$ cat config.mk
export PLATFORM = sky130hd
export DESIGN_NAME = wheel_step_scheduler_flat
export DESIGN_NICKNAME = d
export VERILOG_FILES = /design/src/rtl/wheel_step_scheduler_if.sv /design/src/rtl/wheel_step_scheduler.sv /design/src/flat_wrapper.sv
export SDC_FILE = /design/constraint.sdc
export NUM_CORES = 1
export LEC_CHECK = 0
export CAP_MARGIN = 40
export CELL_PAD_IN_SITES_DETAIL_PLACEMENT = 1
export CELL_PAD_IN_SITES_GLOBAL_PLACEMENT = 1
export CORE_MARGIN = 2
export CORE_UTILIZATION = 33
export CTS_CLUSTER_SIZE = 10
export DETAILED_ROUTE_END_ITERATION = 8
export PLACE_DENSITY_LB_ADDON = 0.2
export SYNTH_ARGS = -nofsm -noshare
export SYNTH_HDL_FRONTEND = slang
export SYNTH_SLANG_ARGS = --single-unit
$ cat constraint.sdc
create_clock -name clk_in -period 3.9 [get_ports clk_in]
set_input_delay 0.78 -clock clk_in [delete_from_list [all_inputs] [get_ports clk_in]]
set_output_delay 0.78 -clock clk_in [all_outputs]
set_load 0.01 [all_outputs]
$ cat src/rtl/wheel_step_scheduler_if.sv
// Datapath and state-store bundle for the wheel step scheduler.
// master = scheduler side, slave = datapath / state store side.
interface wheel_step_scheduler_if #(
  parameter int NUM_WHEELS    = 2,
  parameter int NUM_NODES     = 8,
  parameter int POSITION_SIZE = 16,
  parameter int VELOCITY_SIZE = 16
) ();
  localparam int W = (NUM_WHEELS > 1) ? $clog2(NUM_WHEELS) : 1;
  localparam int N = $clog2(NUM_NODES) + 1;

  logic                            step_begin;
  logic [W-1:0]                    wheel_sel;
  logic                            node_valid_in;
  logic signed [POSITION_SIZE-1:0] node_x_in;
  logic signed [POSITION_SIZE-1:0] node_y_in;
  logic                            vel_valid_in;
  logic signed [VELOCITY_SIZE-1:0] vel_x_in;
  logic signed [VELOCITY_SIZE-1:0] vel_y_in;
  logic                            result_in;
  logic                            pos_we;
  logic [N-1:0]                    pos_idx;
  logic signed [POSITION_SIZE-1:0] pos_x;
  logic signed [POSITION_SIZE-1:0] pos_y;
  logic                            vel_we;
  logic [N-1:0]                    vel_idx;
  logic signed [VELOCITY_SIZE-1:0] vel_x;
  logic signed [VELOCITY_SIZE-1:0] vel_y;
  logic [W-1:0]                    wr_wheel;

  modport master (
    output step_begin, wheel_sel,
    output pos_we, pos_idx, pos_x, pos_y,
    output vel_we, vel_idx, vel_x, vel_y,
    output wr_wheel,
    input  node_valid_in, node_x_in, node_y_in,
    input  vel_valid_in, vel_x_in, vel_y_in,
    input  result_in
  );

  modport slave (
    input  step_begin, wheel_sel,
    input  pos_we, pos_idx, pos_x, pos_y,
    input  vel_we, vel_idx, vel_x, vel_y,
    input  wr_wheel,
    output node_valid_in, node_x_in, node_y_in,
    output vel_valid_in, vel_x_in, vel_y_in,
    output result_in
  );
endinterface

$ cat src/rtl/wheel_step_scheduler.sv
// Time-multiplexes one wheel-update datapath across all wheels
// for SUBSTEPS updates per frame, writing results to the state store.
module wheel_step_scheduler #(
  parameter int NUM_WHEELS    = 2,
  parameter int NUM_NODES     = 8,
  parameter int POSITION_SIZE = 16,
  parameter int VELOCITY_SIZE = 16,
  parameter int SUBSTEPS      = 4,
  parameter int TIMEOUT       = 4095,
  localparam int S = $clog2(SUBSTEPS) + 1
) (
  input  logic         clk_in,
  input  logic         rst_in,
  input  logic         frame_tick,
  input  logic         err_clr,
  wheel_step_scheduler_if.master bus,
  output logic [S-1:0] substep,
  output logic         busy,
  output logic         frame_done,
  output logic         timeout_err,
  output logic         count_err,
  output logic         overrun_err
);
  localparam int W = (NUM_WHEELS > 1) ? $clog2(NUM_WHEELS) : 1;
  localparam int N = $clog2(NUM_NODES) + 1;
  localparam int D = $clog2(TIMEOUT + 1);

  localparam logic [N-1:0] NN = N'(NUM_NODES);
  localparam logic [D-1:0] TO = D'(TIMEOUT);
  localparam logic [W-1:0] LW = W'(NUM_WHEELS - 1);
  localparam logic [S-1:0] LS = S'(SUBSTEPS - 1);

  localparam int I_IDLE   = 0;
  localparam int I_LAUNCH = 1;
  localparam int I_WAIT   = 2;
  localparam int I_NEXT   = 3;
  localparam int I_DONE   = 4;

  localparam logic [4:0] ST_IDLE   = 5'b00001;
  localparam logic [4:0] ST_LAUNCH = 5'b00010;
  localparam logic [4:0] ST_WAIT   = 5'b00100;
  localparam logic [4:0] ST_NEXT   = 5'b01000;
  localparam logic [4:0] ST_DONE   = 5'b10000;

  logic [4:0]   state, state_n;
  logic [N-1:0] pcnt, vcnt;
  logic [N-1:0] pcnt_eff, vcnt_eff;
  logic [D-1:0] wd;
  logic [W-1:0] wsel;
  logic         pos_ok, vel_ok;
  logic         wd_hit, last_w, last_s;
  logic         t_set, c_set, o_set;

  assign pos_ok   = state[I_WAIT] & bus.node_valid_in
                  & (pcnt < NN);
  assign vel_ok   = state[I_WAIT] & bus.vel_valid_in
                  & (vcnt < NN);
  assign pcnt_eff = pcnt + N'(pos_ok);
  assign vcnt_eff = vcnt + N'(vel_ok);
  assign wd_hit   = (wd == TO);
  assign last_w   = (wsel == LW);
  assign last_s   = (substep == LS);

  // A result in the same cycle as a timeout still completes the step.
  assign t_set = state[I_WAIT] & ~bus.result_in & wd_hit;
  assign c_set = state[I_WAIT] & (
      (bus.node_valid_in & ~(pcnt < NN))
    | (bus.vel_valid_in & ~(vcnt < NN))
    | (bus.result_in & ((pcnt_eff != NN) | (vcnt_eff != NN))));
  assign o_set = frame_tick & ~state[I_IDLE];

  always_ff @(posedge clk_in or posedge rst_in) begin
    if (rst_in) state <= ST_IDLE;
    else        state <= state_n;
  end

  always_comb begin
    state_n = state;
    unique case (1'b1)
      state[I_IDLE]:
        if (frame_tick) state_n = ST_LAUNCH;
      state[I_LAUNCH]:
        state_n = ST_WAIT;
      state[I_WAIT]:
        if (bus.result_in) state_n = ST_NEXT;
        else if (wd_hit)   state_n = ST_DONE;
      state[I_NEXT]:
        if (last_w && last_s) state_n = ST_DONE;
        else                  state_n = ST_LAUNCH;
      state[I_DONE]:
        state_n = ST_IDLE;
      default:
        state_n = ST_IDLE;
    endcase
  end

  always_comb begin
    bus.step_begin = state[I_LAUNCH];
    bus.wheel_sel  = wsel;
    busy           = ~state[I_IDLE];
    frame_done     = state[I_DONE];
  end

  always_ff @(posedge clk_in or posedge rst_in) begin
    if (rst_in) begin
      wsel         <= '0;
      substep      <= '0;
      pcnt         <= '0;
      vcnt         <= '0;
      wd           <= '0;
      bus.pos_we   <= 1'b0;
      bus.pos_idx  <= '0;
      bus.pos_x    <= '0;
      bus.pos_y    <= '0;
      bus.vel_we   <= 1'b0;
      bus.vel_idx  <= '0;
      bus.vel_x    <= '0;
      bus.vel_y    <= '0;
      bus.wr_wheel <= '0;
      timeout_err  <= 1'b0;
      count_err    <= 1'b0;
      overrun_err  <= 1'b0;
    end else begin
      bus.pos_we <= pos_ok;
      bus.vel_we <= vel_ok;
      if (state[I_IDLE] && frame_tick) begin
        wsel    <= '0;
        substep <= '0;
      end
      if (state[I_LAUNCH]) begin
        pcnt <= '0;
        vcnt <= '0;
        wd   <= '0;
      end
      if (state[I_WAIT] && !wd_hit) wd <= wd + D'(1);
      if (pos_ok) begin
        bus.pos_idx <= pcnt;
        bus.pos_x   <= POSITION_SIZE'(bus.node_x_in);
        bus.pos_y   <= POSITION_SIZE'(bus.node_y_in);
        pcnt        <= pcnt + N'(1);
      end
      if (vel_ok) begin
        bus.vel_idx <= vcnt;
        bus.vel_x   <= VELOCITY_SIZE'(bus.vel_x_in);
        bus.vel_y   <= VELOCITY_SIZE'(bus.vel_y_in);
        vcnt        <= vcnt + N'(1);
      end
      if (pos_ok || vel_ok) bus.wr_wheel <= wsel;
      if (state[I_NEXT]) begin
        if (!last_w) begin
          wsel <= wsel + W'(1);
        end else if (!last_s) begin
          wsel    <= '0;
          substep <= substep + S'(1);
        end
      end
      timeout_err <= t_set | (timeout_err & ~err_clr);
      count_err   <= c_set | (count_err & ~err_clr);
      overrun_err <= o_set | (overrun_err & ~err_clr);
    end
  end
endmodule

$ cat src/flat_wrapper.sv
// flat-port wrapper written by rule: the top's interface ports become plain ports
module wheel_step_scheduler_flat 
#(
  parameter int NUM_WHEELS    = 2,
  parameter int NUM_NODES     = 8,
  parameter int POSITION_SIZE = 16,
  parameter int VELOCITY_SIZE = 16,
  parameter int SUBSTEPS      = 4,
  parameter int TIMEOUT       = 4095,
  localparam int S = $clog2(SUBSTEPS) + 1
)
  (clk_in, rst_in, frame_tick, err_clr, substep, busy, frame_done, timeout_err, count_err, overrun_err, bus_step_begin, bus_wheel_sel, bus_pos_we, bus_pos_idx, bus_pos_x, bus_pos_y, bus_vel_we, bus_vel_idx, bus_vel_x, bus_vel_y, bus_wr_wheel, bus_node_valid_in, bus_node_x_in, bus_node_y_in, bus_vel_valid_in, bus_vel_x_in, bus_vel_y_in, bus_result_in);
  wheel_step_scheduler_if #(.NUM_WHEELS(NUM_WHEELS), .NUM_NODES(NUM_NODES), .POSITION_SIZE(POSITION_SIZE), .VELOCITY_SIZE(VELOCITY_SIZE)) bus_i ();
  input  logic clk_in;
  input  logic rst_in;
  input  logic frame_tick;
  input  logic err_clr;
  output logic [S-1:0] substep;
  output logic busy;
  output logic frame_done;
  output logic timeout_err;
  output logic count_err;
  output logic overrun_err;
  output wire logic [$bits(bus_i.step_begin)-1:0] bus_step_begin;
  output wire logic [$bits(bus_i.wheel_sel)-1:0] bus_wheel_sel;
  output wire logic [$bits(bus_i.pos_we)-1:0] bus_pos_we;
  output wire logic [$bits(bus_i.pos_idx)-1:0] bus_pos_idx;
  output wire logic [$bits(bus_i.pos_x)-1:0] bus_pos_x;
  output wire logic [$bits(bus_i.pos_y)-1:0] bus_pos_y;
  output wire logic [$bits(bus_i.vel_we)-1:0] bus_vel_we;
  output wire logic [$bits(bus_i.vel_idx)-1:0] bus_vel_idx;
  output wire logic [$bits(bus_i.vel_x)-1:0] bus_vel_x;
  output wire logic [$bits(bus_i.vel_y)-1:0] bus_vel_y;
  output wire logic [$bits(bus_i.wr_wheel)-1:0] bus_wr_wheel;
  input wire logic [$bits(bus_i.node_valid_in)-1:0] bus_node_valid_in;
  input wire logic [$bits(bus_i.node_x_in)-1:0] bus_node_x_in;
  input wire logic [$bits(bus_i.node_y_in)-1:0] bus_node_y_in;
  input wire logic [$bits(bus_i.vel_valid_in)-1:0] bus_vel_valid_in;
  input wire logic [$bits(bus_i.vel_x_in)-1:0] bus_vel_x_in;
  input wire logic [$bits(bus_i.vel_y_in)-1:0] bus_vel_y_in;
  input wire logic [$bits(bus_i.result_in)-1:0] bus_result_in;
  assign bus_step_begin = bus_i.step_begin;
  assign bus_wheel_sel = bus_i.wheel_sel;
  assign bus_pos_we = bus_i.pos_we;
  assign bus_pos_idx = bus_i.pos_idx;
  assign bus_pos_x = bus_i.pos_x;
  assign bus_pos_y = bus_i.pos_y;
  assign bus_vel_we = bus_i.vel_we;
  assign bus_vel_idx = bus_i.vel_idx;
  assign bus_vel_x = bus_i.vel_x;
  assign bus_vel_y = bus_i.vel_y;
  assign bus_wr_wheel = bus_i.wr_wheel;
  assign bus_i.node_valid_in = bus_node_valid_in;
  assign bus_i.node_x_in = bus_node_x_in;
  assign bus_i.node_y_in = bus_node_y_in;
  assign bus_i.vel_valid_in = bus_vel_valid_in;
  assign bus_i.vel_x_in = bus_vel_x_in;
  assign bus_i.vel_y_in = bus_vel_y_in;
  assign bus_i.result_in = bus_result_in;
  wheel_step_scheduler #(.NUM_WHEELS(NUM_WHEELS), .NUM_NODES(NUM_NODES), .POSITION_SIZE(POSITION_SIZE), .VELOCITY_SIZE(VELOCITY_SIZE), .SUBSTEPS(SUBSTEPS), .TIMEOUT(TIMEOUT)) u_core (.clk_in(clk_in), .rst_in(rst_in), .frame_tick(frame_tick), .err_clr(err_clr), .bus(bus_i), .substep(substep), .busy(busy), .frame_done(frame_done), .timeout_err(timeout_err), .count_err(count_err), .overrun_err(overrun_err));
endmodule
==> results.txt <==
Buffer levels on the longest clock path: 2
Dpl ws: 1.02 ns
Post-DP HPWL: 8530 um
Final layout net count: 716
Compound-Gate Fraction of Synth Area: 6.50%
Placed Cells: 800
CP Class: in2reg
Setup TNS: 0 ns
Max Used Layer: met4
First-pass GRT wire length: 19700 um
Post-Synth XOR/XNOR Area: 1.17%
Starting Density: 33.9%
Synth cell types: 44
Post-route minimum period: 2.48 ns
IO buf count: 155
Status: finished, final reports clean
Syn Inst Count: 484
Routed length on met3: 717 um
Post-Route WL: 12100 um
Non-filler cells, final: 815
Synth Area in Simple Gates: 25.3%
Core footprint: 0.0132 mm2
Main synth FF type: dfrtp_1
Ports: 156
Met1 wire length: 5460 um
Synth Cell Area: 0.00448 mm2
Setup ws final: 1.42 ns
Worst Tran Pin Value: 0.594 ns
Peak supply drop: 0.259 mV
H-tree depth: 3
Commonest non-fill, non-tap cell in the layout: nand2_1
WL met2: 5740 um
Cell Rows: 42
Hold_buf cts: 0
Leakage: 3.13 nW
Post-Synth Adder-Cell Area: 2.79%
Full die area: 0.0145 mm2
Worst min path class: reg2reg
CTS Buf Count: 9
GP Congestion: 0.744
Most frequent cells in the layout: 229 x nand2_1, 155 x clkdlybuf4s50_1, 106 x dfrtp_1
Critical Path End Type: flop
#FFs+latches synth: 107
DR vias: 3803
Antenna Violating Nets Remaining: 0
Remaining Overflow, GRT: 0
Final setup vio count: 0
Ys Warns: 0
Rel. slew slack: 60.4%
Pre-antenna DRT Iters: 4
CTS tree: built
Number of global-route vias before repair: 3947
Final Hold Vio Count: 0
Post-Synthesis Net Count: 565
Clock Latency Late Sink: 0.35 ns
Clock Pin Slew Worst Setup and Hold Paths: 0.07 ns
GRT Overall Usage: 17.1%
Worst hold slack: 0.475 ns
Crit-path max FO: 16
CP required: 4.13 ns
Detailed-route DRC error count: 0
Area growth syn-to-layout: 44.8%
Post-synth EDFFs: 0
Crit start category: input port
Main combinational cell family by area after synthesis: simple AND/OR/NAND/NOR gates
Power per cell area: 707 mW/mm2
1st-iter DRT viols: 172
MaxCap Viol Count: 0
Final period utilization: 63.6%
Post-CTS sizing: 0
Die X: 121 um
CTS root buffer: clkbuf_16
Seq/Total Area, Yosys: 59.7%
Layout Skew: 0.00848 ns
Dpl cell area: 0.00621 mm2
Avg Inst Size Synth: 9.27 um2
Via/cell ratio: 4.67
Sink Count: 107
CP arrival: 2.71 ns
RSZ-0062 raised after global routing: no
Initial antenna violation count: 0
Antenna Diode Count: 0
Synth async-reset ratio: 100%
Max-slew violation count: 0
Die Ht: 121 um
Largest net degree at the start of global routing: 66
Routed len/inst: 14.9 um
Fraction of layout cells with a size suffix above 1: 4.23%
Post-synthesis mux area share: 0.977%
Fin area: 0.00649 mm2
Max Fclk: 403 MHz
Setup bufs post-CTS: 0
-- logic make-up (layout without fill, tap and decap cells) --
logic type                 count (synthesis)  count (layout)
AOI/OAI and AO/OA                         44              44
xor gates and xnor gates                   6               6
adders and majority gates                 10              10
buffers and inverters                     36             191
DFF                                      107             107
muxes                                      4               4
and+or+nand+nor                          277             277
-- through the flow --
step                util, %  power (mW)
detailed placement     46.9        3.77
global placement       46.9        3.71
floorplan                 -        2.66
finish                 49.0        4.59
global route           49.0        4.93
CTS                    49.0        4.67
-- worst paths after layout --
kind                                                      start                               to  slack (ns)  depth (start not counted)
worst max-delay path                           bus_vel_valid_in       u_core.count_err$_DFF_PP0_        1.42                          9
worst min-delay path            u_core.bus.vel_y[1]$_DFFE_PP0P_  u_core.bus.vel_y[1]$_DFFE_PP0P_        0.47                          2
worst max register to register        u_core.state[2]$_DFF_PP0_       u_core.count_err$_DFF_PP0_        1.56                          8
worst min register to register  u_core.bus.vel_y[1]$_DFFE_PP0P_  u_core.bus.vel_y[1]$_DFFE_PP0P_        0.47                          2
max in group asynchronous                                rst_in        u_core.state[0]$_DFF_PP1_        2.27                          3
min in group asynchronous                                rst_in  u_core.bus.pos_y[6]$_DFFE_PP0P_        0.84                          2
-- routing by layer --
layer  vias to the layer above  GRT usage (%)
met5                         -              0
met4                         0           6.69
met3                        13           4.34
met2                        99           27.6
met1                      1841           22.2
li1                       1850              -
-- critical path: stages --
cell	delay [ns]
clkdlybuf4s50_1	0.48
nand3_1	0.10
inv_1	0.42
ha_1	0.28
ha_1	0.24
nor2_1	0.10
nand4_1	0.10
a21oi_1	0.12
o21ai_0	0.08
-- synthesized netlist by cell type, types with 2 or more instances --
cell type / instances / area, um2
xor2_1: 2 / 17.5
o21ai_0: 17 / 85.1
inv_1: 14 / 52.6
and2_1: 3 / 18.8
and3_1: 6 / 37.5
buf_4: 4 / 30.0
a21oi_1: 6 / 30.0
ha_1: 10 / 125
nand3_1: 17 / 85.1
nand2_1: 229 / 860
nand3b_1: 2 / 15.0
o21ai_1: 3 / 15.0
nand2b_1: 2 / 12.5
nor2_1: 10 / 37.5
nor2b_1: 2 / 12.5
a41o_1: 2 / 20.0
buf_2: 7 / 35.0
mux2_2: 3 / 33.8
clkbuf_1: 9 / 33.8
xnor2_1: 4 / 35.0
nand4_1: 2 / 12.5
dfrtp_1: 106 / 2650
a22o_1: 2 / 17.5
a31oi_1: 2 / 12.5
-- state kept, by name, indices dropped and copies added (netlist names) --
register / cells
u_core.bus.pos_x: 16
u_core.bus.pos_y: 16
u_core.bus.vel_x: 16
u_core.bus.vel_y: 16
u_core.wd: 12
u_core.state: 5
u_core.bus.pos_idx: 4
u_core.bus.vel_idx: 4
u_core.pcnt: 4
u_core.vcnt: 4
u_core.substep: 3
u_core.bus.pos_we: 1
u_core.bus.vel_we: 1
u_core.bus.wheel_sel: 1
u_core.bus.wr_wheel: 1
u_core.count_err: 1
u_core.overrun_err: 1
u_core.timeout_err: 1
-- cell type report --
class / count / area [um2]
Timing Repair Buffer: 160 / 1600
Fill cell: 1533 / 6750
Multi-Input combinational cell: 341 / 1650
Inverter: 16 / 62.6
Sequential cell: 107 / 2680
Tap cell: 176 / 220
Clock buffer: 14 / 274
Clock inverter: 1 / 7.51
-- where the power goes --
| part | switching, mW | leakage (nW) | internal (mW) |
|---|---|---|---|
| combinational | 0.874 | 1.63 | 0.977 |
| clock | 0.393 | 0.135 | 0.483 |
| sequential | 0.321 | 1.36 | 1.54 |
No activity file was read; power rests on OpenSTA's default activity.
